**src/rtl/board_check.sv**
```systemverilog
// Shot-resolution and ship-map stage for the battleship game: per-side ship/shot maps, shot classification, ship counts, win flag.
// Optional feature: define BOARD_CHECK_REPEAT_EN to report repeat shots; otherwise a repeat is a plain miss.
module board_check #(
  parameter int ROWS      = 5,
  parameter int COLS      = 5,
  parameter int MAX_SHIPS = 5
) (
  input  logic                           clk,
  input  logic                           rst,
  input  logic                           new_game,
  input  logic                           place_en,
  input  logic                           place_side,
  input  logic [$clog2(ROWS)-1:0]        place_row,
  input  logic [$clog2(COLS)-1:0]        place_col,
  input  logic                           shot_req,
  input  logic                           shot_side,
  input  logic [$clog2(ROWS)-1:0]        shot_row,
  input  logic [$clog2(COLS)-1:0]        shot_col,
  output logic                           busy,
  output logic                           done,
  output logic                           hit,
  output logic                           repeat_shot,
  output logic                           invalid,
  output logic                           win,
  output logic [$clog2(MAX_SHIPS+1)-1:0] ships_p,
  output logic [$clog2(MAX_SHIPS+1)-1:0] ships_pc
);
  // state  | meaning
  // IDLE   | accept placements and shot requests
  // LOOKUP | register target cell bits and range check
  // UPDATE | classify shot, update maps, counts and flags
  // RESP   | done pulse, result valid
  localparam int RW = $clog2(ROWS);
  localparam int CW = $clog2(COLS);
  localparam int SW = $clog2(MAX_SHIPS + 1);
  localparam int N  = ROWS * COLS;
  localparam logic [RW:0]   ROWS_L = (RW + 1)'(ROWS);
  localparam logic [CW:0]   COLS_L = (CW + 1)'(COLS);
  localparam logic [N-1:0]  ONE    = {{(N - 1){1'b0}}, 1'b1};
  localparam logic [SW-1:0] MAX_L  = SW'(MAX_SHIPS);

  typedef enum logic [1:0] {S_IDLE, S_LOOKUP, S_UPDATE, S_RESP} state_t;
  state_t r_state, w_next;

  logic [N-1:0]  r_occ  [2];
  logic [N-1:0]  r_shot [2];
  logic [SW-1:0] r_cnt  [2];
  logic          r_side;
  logic [RW-1:0] r_row;
  logic [CW-1:0] r_col;
  logic          r_tgt_occ, r_tgt_shot, r_tgt_inv;
  logic          r_hit, r_rep, r_inv, r_win;

  logic          w_clr;
  logic [6:0]    w_pl_idx, w_sh_idx;
  logic [N-1:0]  w_pl_mask, w_sh_mask;
  logic          w_pl_ok, w_sh_inv, w_tgt;
  logic          w_hit, w_rep, w_mark;
  logic [SW-1:0] w_cnt_after;

  assign w_clr = rst | new_game;

  always_ff @(posedge clk) begin
    if (w_clr) r_state <= S_IDLE;
    else       r_state <= w_next;
  end

  always_comb begin
    w_next = r_state;
    case (r_state)
      S_IDLE:   if (shot_req) w_next = S_LOOKUP;
      S_LOOKUP: w_next = S_UPDATE;
      S_UPDATE: w_next = S_RESP;
      S_RESP:   w_next = S_IDLE;
      default:  w_next = S_IDLE;
    endcase
  end

  assign w_pl_idx  = 7'(place_row) * 7'(COLS) + 7'(place_col);
  assign w_pl_mask = ONE << w_pl_idx;
  assign w_pl_ok   = (r_state == S_IDLE) && !shot_req && place_en
                     && ({1'b0, place_row} < ROWS_L) && ({1'b0, place_col} < COLS_L)
                     && !(|(r_occ[place_side] & w_pl_mask))
                     && (r_cnt[place_side] != MAX_L);

  // Out-of-range coordinates may alias an in-range index; the range flag overrides them.
  assign w_sh_idx  = 7'(r_row) * 7'(COLS) + 7'(r_col);
  assign w_sh_mask = ONE << w_sh_idx;
  assign w_sh_inv  = !(({1'b0, r_row} < ROWS_L) && ({1'b0, r_col} < COLS_L));
  assign w_tgt     = ~r_side;

  assign w_hit = !r_tgt_inv && !r_tgt_shot && r_tgt_occ;
`ifdef BOARD_CHECK_REPEAT_EN
  assign w_rep = !r_tgt_inv && r_tgt_shot;
`else
  assign w_rep = 1'b0;
`endif
  assign w_mark      = !r_tgt_inv && !w_rep;
  assign w_cnt_after = w_hit ? r_cnt[w_tgt] - SW'(1) : r_cnt[w_tgt];

  always_ff @(posedge clk) begin
    if (w_clr) begin
      r_occ[0]   <= '0;
      r_occ[1]   <= '0;
      r_shot[0]  <= '0;
      r_shot[1]  <= '0;
      r_cnt[0]   <= '0;
      r_cnt[1]   <= '0;
      r_side     <= 1'b0;
      r_row      <= '0;
      r_col      <= '0;
      r_tgt_occ  <= 1'b0;
      r_tgt_shot <= 1'b0;
      r_tgt_inv  <= 1'b0;
      r_hit      <= 1'b0;
      r_rep      <= 1'b0;
      r_inv      <= 1'b0;
      r_win      <= 1'b0;
    end else begin
      if (w_pl_ok) begin
        r_occ[place_side] <= r_occ[place_side] | w_pl_mask;
        r_cnt[place_side] <= r_cnt[place_side] + SW'(1);
      end
      case (r_state)
        S_IDLE: if (shot_req) begin
          r_side <= shot_side;
          r_row  <= shot_row;
          r_col  <= shot_col;
        end
        S_LOOKUP: begin
          r_tgt_inv  <= w_sh_inv;
          r_tgt_occ  <= |(r_occ[w_tgt] & w_sh_mask);
          r_tgt_shot <= |(r_shot[w_tgt] & w_sh_mask);
        end
        S_UPDATE: begin
          r_inv <= r_tgt_inv;
          r_rep <= w_rep;
          r_hit <= w_hit;
          r_win <= (w_cnt_after == '0);
          if (w_mark) r_shot[w_tgt] <= r_shot[w_tgt] | w_sh_mask;
          r_cnt[w_tgt] <= w_cnt_after;
        end
        default: ;
      endcase
    end
  end

  assign busy        = (r_state != S_IDLE);
  assign done        = (r_state == S_RESP);
  assign hit         = r_hit;
  assign repeat_shot = r_rep;
  assign invalid     = r_inv;
  assign win         = r_win;
  assign ships_p     = r_cnt[0];
  assign ships_pc    = r_cnt[1];
endmodule

```
**config.mk**
```make
export PLATFORM = sky130hd
export DESIGN_NAME = board_check
export DESIGN_NICKNAME = d
export VERILOG_FILES = /design/src/rtl/board_check.sv
export SDC_FILE = /design/constraint.sdc
export NUM_CORES = 1
export LEC_CHECK = 0
export CAP_MARGIN = 25
export CORE_ASPECT_RATIO = 1.1
export CORE_MARGIN = 2
export CORE_UTILIZATION = 60
export CTS_BUF_LIST = sky130_fd_sc_hd__clkbuf_4 sky130_fd_sc_hd__clkbuf_8
export DETAILED_ROUTE_END_ITERATION = 8
export GPL_ROUTABILITY_DRIVEN = 0
export MAX_ROUTING_LAYER = met4
export PLACE_DENSITY = 0.79
export RECOVER_POWER = 100
export SYNTH_ARGS = -nofsm -noshare
export SYNTH_HDL_FRONTEND = slang
export SYNTH_SLANG_ARGS = --single-unit
```
**constraint.sdc**
```tcl
create_clock -name clk -period 5 [get_ports clk]
set_clock_uncertainty 0.05 [all_clocks]
set_input_delay 1 -clock clk [delete_from_list [all_inputs] [get_ports clk]]
set_output_delay 1 -clock clk [all_outputs]
set_load 0.005 [all_outputs]
```
==> results of run 1 <==
==> how the worst min path moves through the flow <==
stage                                from                     to  slack, ns
finish                   win$_SDFFE_PP0P_       win$_SDFFE_PP0P_       0.42
global route        r_col[2]$_SDFFE_PP0P_  r_col[2]$_SDFFE_PP0P_       0.46
CTS                      win$_SDFFE_PP0P_       win$_SDFFE_PP0P_       0.42
detailed placement       win$_SDFFE_PP0P_       win$_SDFFE_PP0P_       0.41
global placement         win$_SDFFE_PP0P_       win$_SDFFE_PP0P_       0.41
floorplan           r_col[1]$_SDFFE_PP0P_  r_col[1]$_SDFFE_PP0P_       0.40
==> cell type report <==
| cell class | count | area (um^2) |
|---|---|---|
| Fill cell | 878 | 3570 |
| Sequential cell | 121 | 3480 |
| Multi-Input combinational cell | 500 | 3320 |
| Timing Repair Buffer | 52 | 478 |
| Clock buffer | 19 | 249 |
| Tap cell | 150 | 188 |
| Clock inverter | 13 | 106 |
| Inverter | 27 | 101 |
==> registers in the layout, summed over array words and instances (netlist names) <==
signal and cells:
hit 1, r_cnt 6, win 1, r_tgt_occ 1
r_state 2, invalid 1, r_tgt_inv 1, r_row 3
r_tgt_shot 1, r_shot 50, r_side 1, r_occ 50
r_col 3
==> cell usage after synthesis, types with 2 or more instances <==
cell / number / area share
a211oi_1: 3 / 0.0032
a21boi_0: 21 / 0.022
a21o_1: 3 / 0.0032
a21oi_1: 62 / 0.044
a22oi_1: 3 / 0.0032
a31oi_1: 4 / 0.0035
a32oi_1: 3 / 0.0037
and2_1: 4 / 0.0035
and3_1: 5 / 0.0044
buf_2: 16 / 0.011
buf_4: 3 / 0.0032
clkbuf_1: 22 / 0.012
dfxtp_1: 15 / 0.042
edfxtp_1: 106 / 0.45
fa_1: 2 / 0.0056
ha_1: 26 / 0.046
inv_1: 27 / 0.014
mux2_2: 16 / 0.025
mux2i_1: 63 / 0.089
nand2_1: 45 / 0.024
nand2b_1: 4 / 0.0035
nand3_1: 17 / 0.012
nand3b_1: 3 / 0.0032
nand4_1: 3 / 0.0026
nor2_1: 107 / 0.057
nor2b_1: 6 / 0.0053
nor3_1: 7 / 0.0049
nor3b_1: 7 / 0.0074
nor4_1: 2 / 0.0018
o21ai_0: 14 / 0.0099
o21ai_1: 3 / 0.0021
o22ai_1: 23 / 0.020
o32ai_1: 3 / 0.0037
or2_2: 3 / 0.0026
or3_1: 2 / 0.0018
or3b_2: 2 / 0.0025
xnor2_1: 7 / 0.0086
xor2_1: 3 / 0.0037
==> where the power goes <==
part           switching [mW]  internal (mW)
Sequential             0.0288           1.14
Clock                   0.395          0.396
Combinational           0.230          0.143
==> worst min-delay path, stage by stage, from the launching register on <==
cell and delay [ns]:
dfxtp_1 0.31, nand2b_1 0.06, a21oi_1 0.05
==> stage by stage <==
step / power (mW) / instances / cell area [um^2] / utilization / hold WS [ns]
6_report: 2.33 / 882 / 7920 / 0.690 / 0.416
5_1_grt: 2.41 / 882 / 7920 / 0.690 / 0.459
4_1_cts: 2.33 / 882 / 7960 / 0.693 / 0.424
3_5_place_dp: 1.56 / 850 / 7610 / 0.662 / 0.412
3_3_place_gp: 1.54 / 849 / 7590 / 0.661 / 0.406
2_1_floorplan: 1.43 / 690 / 7100 / - / 0.399
==> logic make-up after synthesis <==
kind of cell,share of synthesized area
DFF,0.491
muxes,0.119
other,0.000528
and+or+nand+nor,0.142
adders and majority gates,0.0515
xor gates and xnor gates,0.0146
AOI/OAI and AO/OA,0.141
buffers and inverters,0.0409
==> per-layer routing <==
metal / share of wire / routed length (um)
met2: 0.50 / 8510
met5: 0 / 0
met4: 0.036 / 612
met3: 0.075 / 1290
met1: 0.39 / 6650
==> metrics.md, run 1 <==
| Metric | Value |
|---|---|
| CP Class | `in -> reg` |
| Max-cap viol count | `2` |
| Mapped Avg Cell Area | `10.3 um^2` |
| Clock root cell | `clkbuf_8` |
| Slew Viols, Final | `61` |
| First-pass GRT wire length | `27300 um` |
| Worst Tran Pin Value | `1.98 ns` |
| Net Count, Synth | `737` |
| Ports | `31` |
| Final Hold Vio Count | `0` |
| CP max-delay cell | `dlygate4sd3_1` |
| Initial Utilization | `0.618` |
| Sequential area share after synthesis | `0.491` |
| Critical Path, Cell by Cell | `dlygate4sd3_1, ha_1, ha_1, ha_1, a21o_1, a21oi_2, xnor2_1, clkbuf_1, mux2i_1, a211oi_1, nand4_1, nand2_1, buf_12` |
| Vias | `5611` |
| Arrival @ worst endpoint | `4.73 ns` |
| CP Buf/Inv Count | `3` |
| Routed WL per cell | `19.3 um` |
| Core Region | `11500 um^2` |
| FF-to-FF path depth | `3` |
| Crit path max-delay family | `buffers and inverters` |
| P_leak | `2.82 nW` |
| Post-Place Worst Slack | `0.123 ns` |
| Row count | `41` |
| Post-synth EDFFs | `106` |
| Period utilization | `0.927` |
| FF+latch count, synth | `121` |
| CP Capture Type | `flip-flop` |
| Mapped Cells | `690` |
| Unrepaired setup endpoints after global routing | `false` |
| HP Class | `reg -> reg` |
| # Post-CTS Setup Buffers | `0` |
| GR Layer Usage met3 | `0.0482` |
| Run status | `finished, violations left` |
| Total gr overflow | `0` |
| Share of flip-flops with an asynchronous set or reset | `0` |
| Skew-Pair Late Insertion Delay | `0.44 ns` |
| Reg clk slew, reported paths | `0.07 ns` |
| DRC | `0` |
| Depth of the CTS H-tree | `4` |
| Clock Tree Buf Depth | `2` |
| Crit-path max cell delay | `0.58 ns` |
| Total Die Area | `12700 um^2` |
| Post-Syn Area | `7100 um^2` |
| Number of DRC markers in iteration 0 | `514` |
| Largest net degree at the start of global routing | `36` |
| Cts hold-fix bufs | `0` |
| CP Launch Type | `input port` |
| Iteration count of the initial detailed-routing pass | `6` |
| Violated checks | `capacitance limit, slew limit` |
| # diodes | `0` |
| Most common cell after layout, fill and taps aside | `nor2_1` |
| Clock Sinks | `121` |
| Area Growth Syn to Fin | `11.6%` |
| Highest-count cells in the layout ignoring fill and taps | `nor2_1 (107), edfxtp_1 (106), mux2i_1 (63)` |
| Netlist cell types | `63` |
| RR Startpoint | `r_side$_SDFFE_PP0P_` |
| Vias in the first global route | `5539` |
| Die H | `118 um` |
| GRT Total Usage | `0.285` |
| Synth warn | `0` |
| Post-CTS Resized | `0` |
| Vias/cell | `6.36` |
| Setup_tns | `0 ns` |
| GR Util met2 | `0.459` |
| Max Fclk | `216 MHz` |
| Hold Crit Depth | `2` |
| Power per cell area | `294 nW/um^2` |
| Crit-path max FO | `18` |
| Main synth FF type | `edfxtp_1` |
| Met1 Resource Use GR | `0.350` |
| Required time of the worst setup path | `5.10 ns` |
| Nets@finish | `766` |
| Detail Placement HPWL | `12000 um` |
| I/O Buffers | `29` |
| Post-Route WL | `17100 um` |
| CP Capture Point | `r_occ[1][6]$_SDFFCE_PN0P_` |
| Layout cells sized above 1 | `0.0997` |
| Inserted Clock Buffers | `17` |
| Worst setup margin | `0.364 ns` |
| CTS tree | `done` |
| Setup slack, reg-to-reg | `1.11 ns` |
| Levels on crit path | `13` |
| Die Wd | `108 um` |
| Relative slew margins | `-0.323` |
| Worst r2r dst | `r_shot[1][13]$_SDFFCE_PN0P_` |
| Worst ir drop on vdd | `189 uV` |
| Final setup viols | `0` |
| Setup crit start | `place_row[0]` |
| Worst path most repeated cell | `ha_1` |
| Minimum clock period | `4.64 ns` |
| Top Usage Layer GRT | `met2` |
| Post-DRT Antenna Nets | `0` |
| Initial antenna violation count | `0` |
No activity file was read; power rests on OpenSTA's default activity.
==> run 2: changes to the inputs <==
- HOLD_SLACK_MARGIN: not set -> 0.15
- PLACE_DENSITY: 0.79 -> 0.84
- clock period: 5 -> 5.3 ns (I/O delays scaled with it)
==> run 2 against run 1 <==
The run now ends clean; combinational power down 8.3%; largest power group unchanged; total power decreased by 1.9%; sequential power down 6%.
==> metrics.md, run 2 (same netlist as run 1, synthesis figures left out) <==
| Metric | Value |
|---|---|
| P_leak | `2.82 nW (about the same)` |
| DRC | `0 (unchanged)` |
| Routed met2 length | `8570 um (was 8510 um)` |
| I/O Buffers | `29 (unchanged)` |
| Highest-count cells in the layout ignoring fill and taps | `nor2_1 (107), edfxtp_1 (106), mux2i_1 (63) (unchanged)` |
| CP Launch Type | `input port (unchanged)` |
| Final Hold Vio Count | `0 (unchanged)` |
| Ports | `31 (unchanged)` |
| Register area | `3480 um^2 (about the same)` |
| Reg clk slew, reported paths | `0.07 ns (about the same)` |
| Critical Path, Cell by Cell | `dlygate4sd3_1, ha_1, ha_1, inv_1, fa_1, nor2_1, and3_1, a22oi_2, a211oi_1, a2111oi_4, nand4_1, nand2_1, clkbuf_2 (was dlygate4sd3_1, ha_1, ha_1, ha_1, a21o_1, a21oi_2, xnor2_1, clkbuf_1, mux2i_1, a211oi_1, nand4_1, nand2_1, buf_12)` |
| # fillers | `871 (was 878)` |
| Initial antenna violation count | `0 (unchanged)` |
| Period utilization | `0.914` |
| DR WL met3 | `1220 um (was 1290 um)` |
| Max Fclk | `206 MHz` |
| GRT Total Usage | `0.288 (was 0.285)` |
| Unrepaired setup endpoints after global routing | `false (unchanged)` |
| Initial Utilization | `0.618 (unchanged)` |
| Multi-input gate area | `3320 um^2 (unchanged)` |
| Cts hold-fix bufs | `0 (unchanged)` |
| Number of DRC markers in iteration 0 | `504 (was 514)` |
| Required time of the worst setup path | `5.33 ns (was 5.10 ns)` |
| Final hold slack | `0.424 ns (was 0.416 ns)` |
| Depth of the CTS H-tree | `4 (unchanged)` |
| # diodes | `0 (unchanged)` |
| Routed WL per cell | `19.5 um (was 19.3 um)` |
| Clock Tree Buf Depth | `2 (unchanged)` |
| Final setup viols | `0 (unchanged)` |
| Worst ir drop on vdd | `170 uV (was 189 uV)` |
| Worst Tran Pin Value | `1.44 ns (was 1.98 ns)` |
| CTS tree | `done (unchanged)` |
| Core Region | `11500 um^2 (unchanged)` |
| Uppermost routed layer | `met4 (unchanged)` |
| Most common cell after layout, fill and taps aside | `nor2_1 (unchanged)` |
| Area Growth Syn to Fin | `11.2% (was 11.6%)` |
| Power per cell area | `290 nW/um^2 (was 294 nW/um^2)` |
| Slew Viols, Final | `0 (was 61)` |
| Total gr overflow | `0 (unchanged)` |
| Post-CTS Resized | `0 (unchanged)` |
| Detail Placement HPWL | `11700 um (was 12000 um)` |
| Max-cap viol count | `0 (was 2)` |
| Die H | `118 um (unchanged)` |
| # Post-CTS Setup Buffers | `0 (unchanged)` |
| Layout cells sized above 1 | `0.0962 (was 0.0997)` |
| Vias | `5576 (was 5611)` |
| Setup_tns | `0 ns (unchanged)` |
| Vias/cell | `6.35 (was 6.36)` |
| First-pass GRT wire length | `27700 um (was 27300 um)` |
| CP max-delay cell | `dlygate4sd3_1 (unchanged)` |
| Post-Route WL | `17100 um (about the same)` |
| Crit-path max cell delay | `0.60 ns (was 0.58 ns)` |
| Largest net degree at the start of global routing | `30 (was 36)` |
| Total Die Area | `12700 um^2 (unchanged)` |
| CP Class | `in -> reg (unchanged)` |
| Minimum clock period | `4.84 ns` |
| Nets@finish | `762 (was 766)` |
| CP Capture Type | `flip-flop (unchanged)` |
| Met1 Wirelength | `6920 um (was 6650 um)` |
| Run status | `finished, final reports clean (was finished, violations left)` |
| Crit-path max FO | `19 (was 18)` |
| Worst path most repeated cell | `ha_1 (unchanged)` |
| Top Registers | `r_occ x50, r_shot x50, r_cnt x6 (unchanged)` |
| Row count | `41 (unchanged)` |
| Clock root cell | `clkbuf_8 (unchanged)` |
| Skew-Pair Late Insertion Delay | `0.45 ns (was 0.44 ns)` |
| Inserted Clock Buffers | `17 (unchanged)` |
| Post-DRT Antenna Nets | `0 (unchanged)` |
| HP Class | `reg -> reg (unchanged)` |
| Relative slew margins | `0.0370 (was -0.323)` |
| Arrival @ worst endpoint | `4.88 ns (was 4.73 ns)` |
| Iteration count of the initial detailed-routing pass | `6 (unchanged)` |
| Vias in the first global route | `5524 (was 5539)` |
| Die Wd | `108 um (unchanged)` |
| Clock Sinks | `121 (unchanged)` |
==> run 2: power breakdown <==
group          leakage (nW)  switching, mW  total, mW  internal [mW]
clock network         0.194          0.385      0.847          0.463
registers              1.30         0.0241       1.10           1.07
logic                  1.32          0.220      0.343          0.123
total                  2.82          0.629       2.29           1.66
==> run 2: worst max-delay path, delay by kind of cell <==
family,cells,cell delay (ns)
compound gates,3,0.64
fa+ha+maj,3,1.10
buf+inv,3,1.07
simple gates,4,1.01
==> run 2: layer usage <==
metal  vias up  track usage
met2       273        0.447
met4         0        0.120
li1       2581            -
met5         -            -
met1      2671        0.367
met3        51       0.0587
==> run 2: worst paths after layout <==
kind | slack [ns] | end | from | cells after the start
worst max-delay path | 0.46 | r_occ[1][2]$_SDFFCE_PN0P_ | place_row[0] | 13
worst min-delay path | 0.42 | win$_SDFFE_PP0P_ | win$_SDFFE_PP0P_ | 2
worst max register to register | 1.58 | r_shot[1][6]$_SDFFCE_PN0P_ | r_state[0]$_SDFFE_PP0P_ | 6
worst min register to register | 0.42 | win$_SDFFE_PP0P_ | win$_SDFFE_PP0P_ | 2
==> run 2: final cells by class <==
type | instances | share of cell area
well taps | 150 | 0.0238
flip-flops and latches | 121 | 0.441
inverters | 27 | 0.0128
repair buffers | 48 | 0.0515
clock inverters | 14 | 0.0198
multi-input cells | 500 | 0.420
clock buffers | 18 | 0.0306
==> run 2: metrics by stage <==
step	utilization	setup slack [ns]	area, um^2	std cells	power (mW)
global route	0.687	0.213	7900	878	2.36
global placement	0.654	0.333	7520	844	1.44
CTS	0.691	0.679	7940	877	2.29
floorplan	-	0.656	7100	690	1.35
finish	0.687	0.457	7900	878	2.29
detailed placement	0.657	0.221	7540	845	1.45
==> patch, RTL diff (config.mk and constraints of run 2) <==
The 4 states of `state_t` get a Gray code encoding in 2 bits.
--- a/src/rtl/board_check.sv
+++ b/src/rtl/board_check.sv
@@ -40,5 +40,5 @@
   localparam logic [SW-1:0] MAX_L  = SW'(MAX_SHIPS);
 
-  typedef enum logic [1:0] {S_IDLE, S_LOOKUP, S_UPDATE, S_RESP} state_t;
+  typedef enum logic [1:0] {S_IDLE = 2'b00, S_LOOKUP = 2'b01, S_UPDATE = 2'b11, S_RESP = 2'b10} state_t;
   state_t r_state, w_next;
 
Behaviour: no difference found for any inputs over 4 cycles, from zero or initial values; so few cycles prove little.
==> patch against run 2 <==
The run now ends with max-capacitance violations, max-slew violations left. Maximum frequency is 1.6% lower. Total power up 6.6%. Hold slack barely moved. Design area up 1.3%. Combinational power is 8.2% higher. Global-route usage up 1.5 points. Sequential cell count unchanged. Synthesized area rose by 0.37%. Wire length is 6.1% higher. Worst setup slack lost 0.080 ns.
==> patch: results (changes against run 2) <==
status: "finished, violations left"
violations: "max-capacitance violations, max-slew violations"
worstReg2RegEnd: "r_shot[1][9]$_SDFFCE_PN0P_"
grt_pass1_vias: 5719  # +3.5%
grt_pass1_wl_mm: 29.09  # +5.0%
final_cell_area_sq_um: 7999  # +1.3%
vias: 5758  # +3.3%
synth_area_leaders: "edfxtp_1, mux2i_1, nor2_1, dfxtp_1, ha_1"
leakagePower_nw: 2.893  # +2.6%
hpwl_mm: 12.24  # +4.2%
fin_crit_ns: 4.923  # +0.08037 ns
synthXorXnorAreaFrac_pct: 1.229  # -0.23 points
avgSynthCellArea_sq_um: 10.27  # -0.21%
globalRouteTotalUtil_pct: 30.30  # +1.5 points
ff2ff_setup_slack_ns: 0.84  # -0.74 ns
min_delay_worst_endpoint: "invalid$_SDFFE_PP0P_"
grt_max_degree: 33  # +10%
synthesis.nets: 736  # -0.14%
report.final.slew_viol_count: 60  # +60
hp-start: "invalid$_SDFFE_PP0P_"
critPathLaunch: "place_row[2]"
worstPathArrival_ns: 5.15  # +0.27 ns
place_inst: 848  # +0.36%
path_max_fanout: 23  # +4
drtIter0Drc: 843  # +67%
vias_per_cell: 6.543  # +3.0%
placed_area_sq_um: 7561  # +0.22%
drv_cap: 2  # +2
muxShareOfSynthArea_pct: 12.87  # +0.97 points
yosysUniqueCellTypes: 59  # -6.3%
fillers: 855  # -1.8%
reg2reg_depth: 5  # -1
drive_above_1_share_pct: 8.767  # -0.85 points
routedWlPerCell_um: 20.68  # +5.9%
synth_common_cells: "nor2_1, edfxtp_1, mux2i_1, a21oi_1, nand2_1"
patch: kinds of logic after synthesis:
kind of cell / count (synthesis)
adders and majority gates: 23
and+or+nand+nor: 255
buffers and inverters: 56
DFF: 121
other: 1
xor gates and xnor gates: 10
AOI/OAI and AO/OA: 142
muxes: 86
patch: where the power goes:
group / total, mW / leakage [nW] / switching, mW / internal, mW
Combinational: 0.371 / 1.37 / 0.232 / 0.138
Clock: 0.964 / 0.221 / 0.397 / 0.568
Sequential: 1.10 / 1.30 / 0.0299 / 1.07
patch: routing by layer:
metal / vias to the layer above / global-route usage [%] / wire length (um)
met5: - / - / 0
met2: 349 / 46.97 / 8889
met4: 0 / 13.86 / 615
met3: 65 / 6.784 / 1637
met1: 2738 / 37.86 / 7054
li1: 2606 / - / -
patch: cell type report:
class	count	area share, %
Clock buffer	18	3.019
Clock inverter	14	2.753
Multi-Input combinational cell	517	42.58
Timing Repair Buffer	46	5.099
Tap cell	150	2.346
Inverter	14	0.6570
Sequential cell	121	43.55
patch: critical path, stage by stage:
cell and delay [ns]:
dlygate4sd3_1 0.58, ha_1 0.29, ha_1 0.30, inv_1 0.06, fa_1 0.52, nor3b_1 0.23
a22oi_1 0.49, nor3_1 0.15, mux2_1 0.37, a211oi_1 0.25, nand4bb_1 0.19, clkbuf_2 0.40
nor2b_1 0.26
patch: per-stage QoR:
step,total power [mW],hold WS (ns)
2_1_floorplan,1.367,0.4027
3_3_place_gp,1.467,0.3947
3_5_place_dp,1.481,0.4171
4_1_cts,2.429,0.4275
5_1_grt,2.509,0.4488
6_report,2.437,0.4236
